### config.mk
export PLATFORM = sky130hd
export DESIGN_NAME = morse_decoder
export DESIGN_NICKNAME = d
export VERILOG_FILES = /design/src/rtl/morse_pkg.sv /design/src/rtl/morse_lut.sv /design/src/rtl/morse_decoder.sv
export SDC_FILE = /design/constraint.sdc
export NUM_CORES = 1
export LEC_CHECK = 0
export BUFFER_PORTS_ARGS = -buffer_cell sky130_fd_sc_hd__buf_2
export CORE_UTILIZATION = 50
export DETAILED_ROUTE_END_ITERATION = 10
export GPL_TIMING_DRIVEN = 1
export PLACE_DENSITY = 0.69
export SLEW_MARGIN = 20
export SYNTH_ARGS = -nofsm -noshare
export SYNTH_HDL_FRONTEND = slang
export SYNTH_SLANG_ARGS = --single-unit
### constraint.sdc
create_clock -name Clock -period 2.8 [get_ports Clock]
set_clock_uncertainty 0.1 [all_clocks]
set_input_delay 0.28 -clock Clock [delete_from_list [all_inputs] [get_ports Clock]]
set_output_delay 0.28 -clock Clock [all_outputs]
set_load 0.03 [all_outputs]
### src/rtl/morse_pkg.sv
`timescale 1ns/1ps
`default_nettype none
// +--------------------------------------------------------------------+
// | morse_pkg : shared types and letter codes for the Morse decoder     |
// | Revision  : 1.0                                                     |
// +--------------------------------------------------------------------+
package morse_pkg;

    typedef logic [4:0] letter_t;

    typedef enum logic [1:0] {
        IDLE    = 2'd0,
        COLLECT = 2'd1,
        BAD     = 2'd2
    } state_t;

    localparam int MAX_SYMS = 4;

    localparam letter_t LTR_A = 5'd0,  LTR_B = 5'd1,  LTR_C = 5'd2,  LTR_D = 5'd3,
                        LTR_E = 5'd4,  LTR_F = 5'd5,  LTR_G = 5'd6,  LTR_H = 5'd7,
                        LTR_I = 5'd8,  LTR_J = 5'd9,  LTR_K = 5'd10, LTR_L = 5'd11,
                        LTR_M = 5'd12, LTR_N = 5'd13, LTR_O = 5'd14, LTR_P = 5'd15,
                        LTR_Q = 5'd16, LTR_R = 5'd17, LTR_S = 5'd18, LTR_T = 5'd19,
                        LTR_U = 5'd20, LTR_V = 5'd21, LTR_W = 5'd22, LTR_X = 5'd23,
                        LTR_Y = 5'd24, LTR_Z = 5'd25;

endpackage : morse_pkg
`default_nettype wire

### src/rtl/morse_lut.sv
`timescale 1ns/1ps
`default_nettype none
// +--------------------------------------------------------------------+
// | morse_lut : combinational (pattern, length) -> letter lookup        |
// | Revision  : 1.0                                                     |
// +--------------------------------------------------------------------+
module morse_lut
    import morse_pkg::*;
(
    input  logic [3:0] pattern,
    input  logic [2:0] len,
    output letter_t    letter,
    output logic       legal
);

    // Pattern is right-aligned: the first keyed symbol sits at bit len-1, dash=1.
    always_comb begin
        letter = LTR_A;
        legal  = 1'b1;
        case ({len, pattern})
            {3'd1, 4'b0000}: letter = LTR_E;
            {3'd1, 4'b0001}: letter = LTR_T;
            {3'd2, 4'b0001}: letter = LTR_A;
            {3'd2, 4'b0000}: letter = LTR_I;
            {3'd2, 4'b0011}: letter = LTR_M;
            {3'd2, 4'b0010}: letter = LTR_N;
            {3'd3, 4'b0100}: letter = LTR_D;
            {3'd3, 4'b0110}: letter = LTR_G;
            {3'd3, 4'b0101}: letter = LTR_K;
            {3'd3, 4'b0111}: letter = LTR_O;
            {3'd3, 4'b0010}: letter = LTR_R;
            {3'd3, 4'b0000}: letter = LTR_S;
            {3'd3, 4'b0001}: letter = LTR_U;
            {3'd3, 4'b0011}: letter = LTR_W;
            {3'd4, 4'b1000}: letter = LTR_B;
            {3'd4, 4'b1010}: letter = LTR_C;
            {3'd4, 4'b0010}: letter = LTR_F;
            {3'd4, 4'b0000}: letter = LTR_H;
            {3'd4, 4'b0111}: letter = LTR_J;
            {3'd4, 4'b0100}: letter = LTR_L;
            {3'd4, 4'b0110}: letter = LTR_P;
            {3'd4, 4'b1101}: letter = LTR_Q;
            {3'd4, 4'b0001}: letter = LTR_V;
            {3'd4, 4'b1001}: letter = LTR_X;
            {3'd4, 4'b1011}: letter = LTR_Y;
            {3'd4, 4'b1100}: letter = LTR_Z;
            default:         legal  = 1'b0;
        endcase
    end

endmodule : morse_lut
`default_nettype wire

### src/rtl/morse_decoder.sv
`timescale 1ns/1ps
`default_nettype none
// +--------------------------------------------------------------------+
// | morse_decoder : assembles dot/dash pulses into letters, detects     |
// |                 letter and word gaps by counting idle cycles        |
// | Revision      : 1.0                                                 |
// +--------------------------------------------------------------------+
module morse_decoder
    import morse_pkg::*;
#(
    parameter int LETTER_GAP = 3,
    parameter int WORD_GAP   = 7,
    parameter int CNT_W      = 4
) (
    input  logic       Clock,
    input  logic       Reset,
    input  logic       dot,
    input  logic       dash,
    output letter_t    letter,
    output logic       letter_valid,
    output logic       letter_err,
    output logic       word_sep,
    output logic [2:0] sym_count
);

    localparam logic [CNT_W-1:0] C_LETTER_LAST = CNT_W'(LETTER_GAP - 1);
    localparam logic [CNT_W-1:0] C_WORD_LAST   = CNT_W'(WORD_GAP - 1);
    localparam logic [CNT_W-1:0] C_WORD_GAP    = CNT_W'(WORD_GAP);

    state_t           state_q, state_d;
    logic [3:0]       pattern_q, pattern_d;
    logic [2:0]       sym_count_q, sym_count_d;
    logic [CNT_W-1:0] idle_cnt_q, idle_cnt_d;
    logic             word_armed_q, word_armed_d;
    letter_t          letter_q, letter_d;
    logic             letter_valid_q, letter_valid_d;
    logic             letter_err_q, letter_err_d;
    logic             word_sep_q, word_sep_d;

    letter_t          w_lut_letter;
    logic             w_lut_legal;
    logic             w_sym;

    morse_lut u_lut (
        .pattern (pattern_q),
        .len     (sym_count_q),
        .letter  (w_lut_letter),
        .legal   (w_lut_legal)
    );

    assign w_sym = dot | dash;

    always_comb begin
        state_d        = state_q;
        pattern_d      = pattern_q;
        sym_count_d    = sym_count_q;
        idle_cnt_d     = idle_cnt_q;
        word_armed_d   = word_armed_q;
        letter_d       = letter_q;
        letter_valid_d = 1'b0;
        letter_err_d   = 1'b0;
        word_sep_d     = 1'b0;

        if (w_sym) begin
            // Any keyed symbol restarts gap timing, even on the closing cycle.
            idle_cnt_d   = '0;
            word_armed_d = 1'b0;
            if (dot && dash) begin
                state_d = BAD;
            end else begin
                case (state_q)
                    IDLE: begin
                        state_d     = COLLECT;
                        pattern_d   = {3'b000, dash};
                        sym_count_d = 3'd1;
                    end
                    COLLECT: begin
                        if (sym_count_q == 3'(MAX_SYMS)) begin
                            state_d = BAD;
                        end else begin
                            pattern_d   = {pattern_q[2:0], dash};
                            sym_count_d = sym_count_q + 3'd1;
                        end
                    end
                    default: ;
                endcase
            end
        end else begin
            if (idle_cnt_q != C_WORD_GAP) begin
                idle_cnt_d = idle_cnt_q + CNT_W'(1);
            end
            if ((idle_cnt_q == C_LETTER_LAST) && (state_q != IDLE)) begin
                if ((state_q == COLLECT) && w_lut_legal) begin
                    letter_d       = w_lut_letter;
                    letter_valid_d = 1'b1;
                end else begin
                    letter_err_d   = 1'b1;
                end
                state_d      = IDLE;
                pattern_d    = '0;
                sym_count_d  = '0;
                word_armed_d = 1'b1;
            end else if ((idle_cnt_q == C_WORD_LAST) && word_armed_q) begin
                word_sep_d   = 1'b1;
                word_armed_d = 1'b0;
            end
        end
    end

    always_ff @(posedge Clock or posedge Reset) begin
        if (Reset) begin
            state_q        <= IDLE;
            pattern_q      <= '0;
            sym_count_q    <= '0;
            idle_cnt_q     <= '0;
            word_armed_q   <= 1'b0;
            letter_q       <= LTR_A;
            letter_valid_q <= 1'b0;
            letter_err_q   <= 1'b0;
            word_sep_q     <= 1'b0;
        end else begin
            state_q        <= state_d;
            pattern_q      <= pattern_d;
            sym_count_q    <= sym_count_d;
            idle_cnt_q     <= idle_cnt_d;
            word_armed_q   <= word_armed_d;
            letter_q       <= letter_d;
            letter_valid_q <= letter_valid_d;
            letter_err_q   <= letter_err_d;
            word_sep_q     <= word_sep_d;
        end
    end

    assign letter       = letter_q;
    assign letter_valid = letter_valid_q;
    assign letter_err   = letter_err_q;
    assign word_sep     = word_sep_q;
    assign sym_count    = sym_count_q;

endmodule : morse_decoder
`default_nettype wire

Yosys cells after proc, flatten, opt, wreduce, memory -nomap -nowiden
Cells that the tools add are included.

storage, ports and cells
  flip-flop bits (word level) = 22
  bits of input ports = 4
  output and inout port bits = 11

cells by class
  $add $sub $neg = 2
  eq/ne operators = 36
  multiplexer cells = 31
  bitwise gates (word level) = 2
  reduce and logical (&&, ||, !) cells = 13

operators with widths
  kind                   number
  $pmux W5 S25           1
  $eq A7 B6 Y1 const B   12
  $eq A7 B7 Y1 const B   12
  $reduce_or A26 Y1      1
  $mux W4                6
  $eq A7 B5 Y1 const B   2
  $mux W1                13
  $mux W3                4
  $mux W2                4
  $pmux W4 S2            1
  $pmux W3 S2            1
  $reduce_and A3 Y1      2
  $reduce_bool A2 Y1     3
  $add A4 B1 Y4 const B  1
  $eq A4 B2 Y1 const B   1
  $eq A4 B3 Y1 const B   1
  $logic_and A1 B1 Y1    4
  $ne A4 B1 Y1 const B   1
  $ne A4 B3 Y1 const B   1
  $ne A4 B4 Y1 const B   1
  $pmux W2 S2            1
  $reduce_and A4 Y1      1
  $add A3 B1 Y3 const B  1
  $eq A3 B3 Y1 const B   1
  other kinds (8)        8

Longest topological paths before layout
  depth after elaboration = 7
  depth in mapped cells = 8
  mapped depth without buffers = 7

Modules after synthesis
Synthesis repeated with hierarchy kept, for this count alone.

unflattened totals
  cells, all modules = 154
  area total of the unflattened synthesis = 1511.4 um^2

by module, submodules not included
  module         times used  cells each  area an instance (um^2)
  morse_decoder  1           99          1116.1
  morse_lut      1           55          395.4

Worst setup path before layout
No wires, ideal clock.

  kind = register -> register
  start = register sym_count_q[0] (netlist: sym_count[0])
  end = register letter_q[0] (netlist: letter[0])
  data arrival time = 2.056 ns
  required time = 2.575 ns
  setup slack = 0.520 ns
  cell stages (with the launch flop) = 8
  buffers on the path = 0
  path through = dfrtp_1 -> ha_1 -> ha_1 -> mux2i_1 -> o32ai_1 -> nor3_2 -> a21boi_4 -> mux2_2

on the way
  longest elaborated chain between the ends = 5
  elaborated cells on any way between the ends = 31
  classes of those cells = eq/ne: 26; mux: 2; reduce/logical: 3

RTL lines
  element                                     RTL line              source
  start: declaration                          morse_decoder.sv:32   logic [2:0] sym_count_q, sym_count_d;
  start signal: assignment                    morse_decoder.sv:124  sym_count_q <= sym_count_d;
  $eq A7 B5 Y1, or another cell as far along  morse_lut.sv:20       case ({len, pattern})
  $reduce_or A26 Y1 (no source line)          --
  $mux W1                                     morse_lut.sv:20
  $logic_and A1 B1 Y1                         morse_decoder.sv:93   if ((state_q == COLLECT) && w_lut_legal) begin
  $reduce_and A3 Y1 (no source line)          --
  end signal: assignment                      morse_decoder.sv:127  letter_q <= letter_d;
  end: declaration                            morse_decoder.sv:35   letter_t letter_q, letter_d;

Parallel ways exist; a longest one is shown, timed or not.
A chain may end at the register's enable or synchronous reset.

Final worst setup path
Same ends and word-level chain as after synthesis.

==> results by group <==
Synth
  • Seq/Total Area, Yosys: 37.4%
  • Top post-synthesis cells by count: 22 x dfrtp_1, 16 x nor2_1, 14 x nand2_1, 12 x inv_1, 10 x ha_1
  • Top FF cell, synth: dfrtp_1
  • Post-synth EDFFs: 0
  • Synthesized flop and latch total: 22
  • Distinct cell type count after synthesis: 47
  • Number of synthesis warnings: 0
  • Post-synthesis average cell area: 9.09 sq um
  • Largest cells by area after synthesis: dfrtp_1 37%, ha_1 8.5%, nor2_1 4.1%, mux2_2 3.8%, nand2_1 3.6%
  • Dominant cell by count in the synthesized netlist: dfrtp_1
  • Synthesized Nets: 176
  • FFs w/ async S/R, synth: 100%
  • Synthesized area: 0.00147 sq mm
  • Top-area cell type share of the netlist area: 37.4%
  • Synth Instances: 162
  • Area leader, netlist: dfrtp_1

CTS
  • H-Tree Level Count: 1
  • TritonCTS clock tree: yes
  • Hold buffers post-CTS: 0
  • Clock latency on the worst-skew pair: 0.30 ns
  • Sink Count: 22
  • Clock transition at path regs: 0.12 ns
  • Total CTS buffers: 3
  • CTS max path bufs: 2
  • Post CTS Setup Buffer Count: 0
  • Clock root cell: clkbuf_4
  • Post-cts sizing count: 0

Final layout
  • Net count, final: 187
  • Ratio of cells with drive above 1 in the final layout: 18.0%
  • FILL cells: 247
  • Area Growth Syn to Fin: 8.67%
  • Post-route cell area: 0.00160 sq mm
  • ANT cells: 0

Pwr
  • Pint: 855 uW
  • Worst IR drop on VDD: 0.732 mV
  • Clock power frac: 15.7%
  • Sw frac: 43.9%
  • Seq pwr share: 35.3%
  • Cell leakage power: 0.000751 uW
  • Pwr Total: 1520 uW
  • P_sw: 670 uW
  • Power per cell area: 953 mW/mm^2
  • Comb pwr share: 49.0%

Timing
  • Final hold slack: 0.0273 ns
  • Final hold vios: 0
  • Relative slew slack: 43.3%
  • Setup TNS: 0 ns
  • RSZ-0062 raised after global routing: false
  • Tcrit/Tclk final: 80.6%
  • Fmax: 0.443 GHz
  • Final Setup Violations: 0
  • Crit path time final: 2.26 ns
  • Setup WS post-layout: 0.543 ns
  • Max-slew violations: 0
  • Worst-margin pin slew: 0.850 ns

Worst setup path
  • CP Data Required Time: 2.90 ns
  • Critical-path cell with the highest stage delay: dfrtp_1
  • Sum of buffers and inverters on the critical path: 1
  • Highest cell delay on the worst timing path: 0.45 ns
  • Worst setup EP type: flop
  • Crit path max fanout: 6
  • Critical path cell sequence: inv_1, ha_1, or3b_2, a21oi_1, nor2_1, a21boi_4, mux2_2
  • Worst path top cell family by delay: simple AND/OR/NAND/NOR gates
  • Startpoint Class: flop
  • Crit path kind: reg -> reg
  • Data arrival, critical path: 2.36 ns

Global routing
  • Largest net degree at the start of global routing: 23
  • First-pass GRT wire length: 4.96 mm
  • Initial antenna violation count: 0
  • Total gr overflow: 0
  • Vias in the first global route: 1137
  • GRT Total Usage: 19.8%

Outcome
  • Status: finished clean

Routing
  • DR vias: 1179
  • Post-route DRC violation count: 0
  • Drt first-iter violations: 111
  • Pre-antenna DRT Iters: 4
  • Drt wl/cell: 13.9 um
  • Post-Route WL: 2.83 mm
  • Drt via density: 5.81
  • Routed Antenna Nets: 0

Floorplanning
  • Die ar.: 0.00317 sq mm
  • Die X: 56.3 um
  • Die Ht: 56.3 um
  • Core footprint: 0.00278 sq mm
  • Io pins: 15
  • Starting Density: 52.9%
  • Row count: 19

Placement
  • Post-DP HPWL: 2.07 mm
  • Post-placement worst setup slack: 0.542 ns
  • Port Buffers: 14
  • Routability cong.: 0.838
  • Dpl cell area: 0.00155 sq mm

Run
  • Max Cap Viol: 0

Min path
  • HP Class: in -> async
[cells in the final DEF, fill, tap and decap left out, types with 6 or more instances in the layout]
master and count:
dfrtp_1 22, nor2_1 16, nand2_1 14, buf_2 14, inv_1 12, ha_1 10, o21ai_0 9, a21oi_1 8
a22o_1 6
[power groups by stage]
stage               sequential [uW]  clock [uW]  combinational [uW]
CTS                             537         250                 754
detailed placement              544           0                 747
global placement                537           0                 733
floorplan                       510           0                 625
finish                          538         240                 747
global route                    559         257                 835
[state kept, by name, indices dropped and copies added, names as in the netlist]
register / cells
sym_count: 3
letter_valid: 1
letter: 5
pattern_q: 4
letter_err: 1
state_q: 2
word_armed_q: 1
word_sep: 1
idle_cnt_q: 4
[kinds of logic (layout without fill, tap and decap cells)]
| logic type | count (synthesis) | count (layout) | synth area share (%) |
|---|---|---|---|
| AO/OA/AOI/OAI | 46 | 46 | 22.3 |
| flip-flops | 22 | 22 | 37.4 |
| AND/OR/NAND/NOR | 55 | 55 | 20.3 |
| buffers and inverters | 22 | 32 | 6.37 |
| adder cells (fa/ha/maj) | 10 | 10 | 8.50 |
| XOR/XNOR | 1 | 1 | 0.595 |
| multiplexers | 6 | 6 | 4.50 |
[path summary, 6_finish.rpt]
kind	slack [ns]	cells past startpoint	start	end
worst max-delay path	0.54	7	sym_count[0]$_DFFE_PP0P_	letter[0]$_DFFE_PP0P_
worst max register to register	0.54	7	sym_count[0]$_DFFE_PP0P_	letter[0]$_DFFE_PP0P_
min in group Clock	0.14	2	dash	pattern_q[0]$_DFFE_PP0P_
worst min-delay path	0.03	2	Reset	idle_cnt_q[2]$_DFFE_PP0P_
max in group asynchronous	2.05	2	Reset	pattern_q[3]$_DFFE_PP0P_
worst min register to register	0.41	2	word_armed_q$_DFFE_PP0P_	word_sep$_DFF_PP0_
[worst register-to-register path, delay by kind of cell (launching register included)]
kind                     cells  cell delay (ns)
AO/OA/AOI/OAI                2             0.43
multiplexers                 1             0.36
flip-flops                   1             0.45
buffers and inverters        1             0.10
adder cells (fa/ha/maj)      1             0.16
AND/OR/NAND/NOR              2             0.55
[stage by stage]
step / std cells / utilization (%)
4_1_cts: 203 / 57.5
5_1_grt: 203 / 57.5
2_1_floorplan: 162 / -
3_3_place_gp: 199 / 55.6
3_5_place_dp: 199 / 55.6
6_report: 203 / 57.5
[cell type report]
type / instances / area (sq um) / share of cell area [%]
timing repair buffer: 16 / 85.1 / 5.32
clock buffer: 3 / 22.5 / 1.41
multi-input combinational: 118 / 828 / 51.8
clock inverter: 1 / 30.0 / 1.88
sequential: 22 / 551 / 34.4
tap: 31 / 38.8 / 2.42
inverter: 12 / 45.0 / 2.81
[layer usage]
layer  part of all wire, %  track usage, %  vias up
met3                   2.3            2.07        2
met2                    50            33.0       13
li1                      -               -      600
met5                     0               0        -
met4                  0.53            7.32        0
met1                    47            26.8      564
Power figures use the tool's default switching activity.
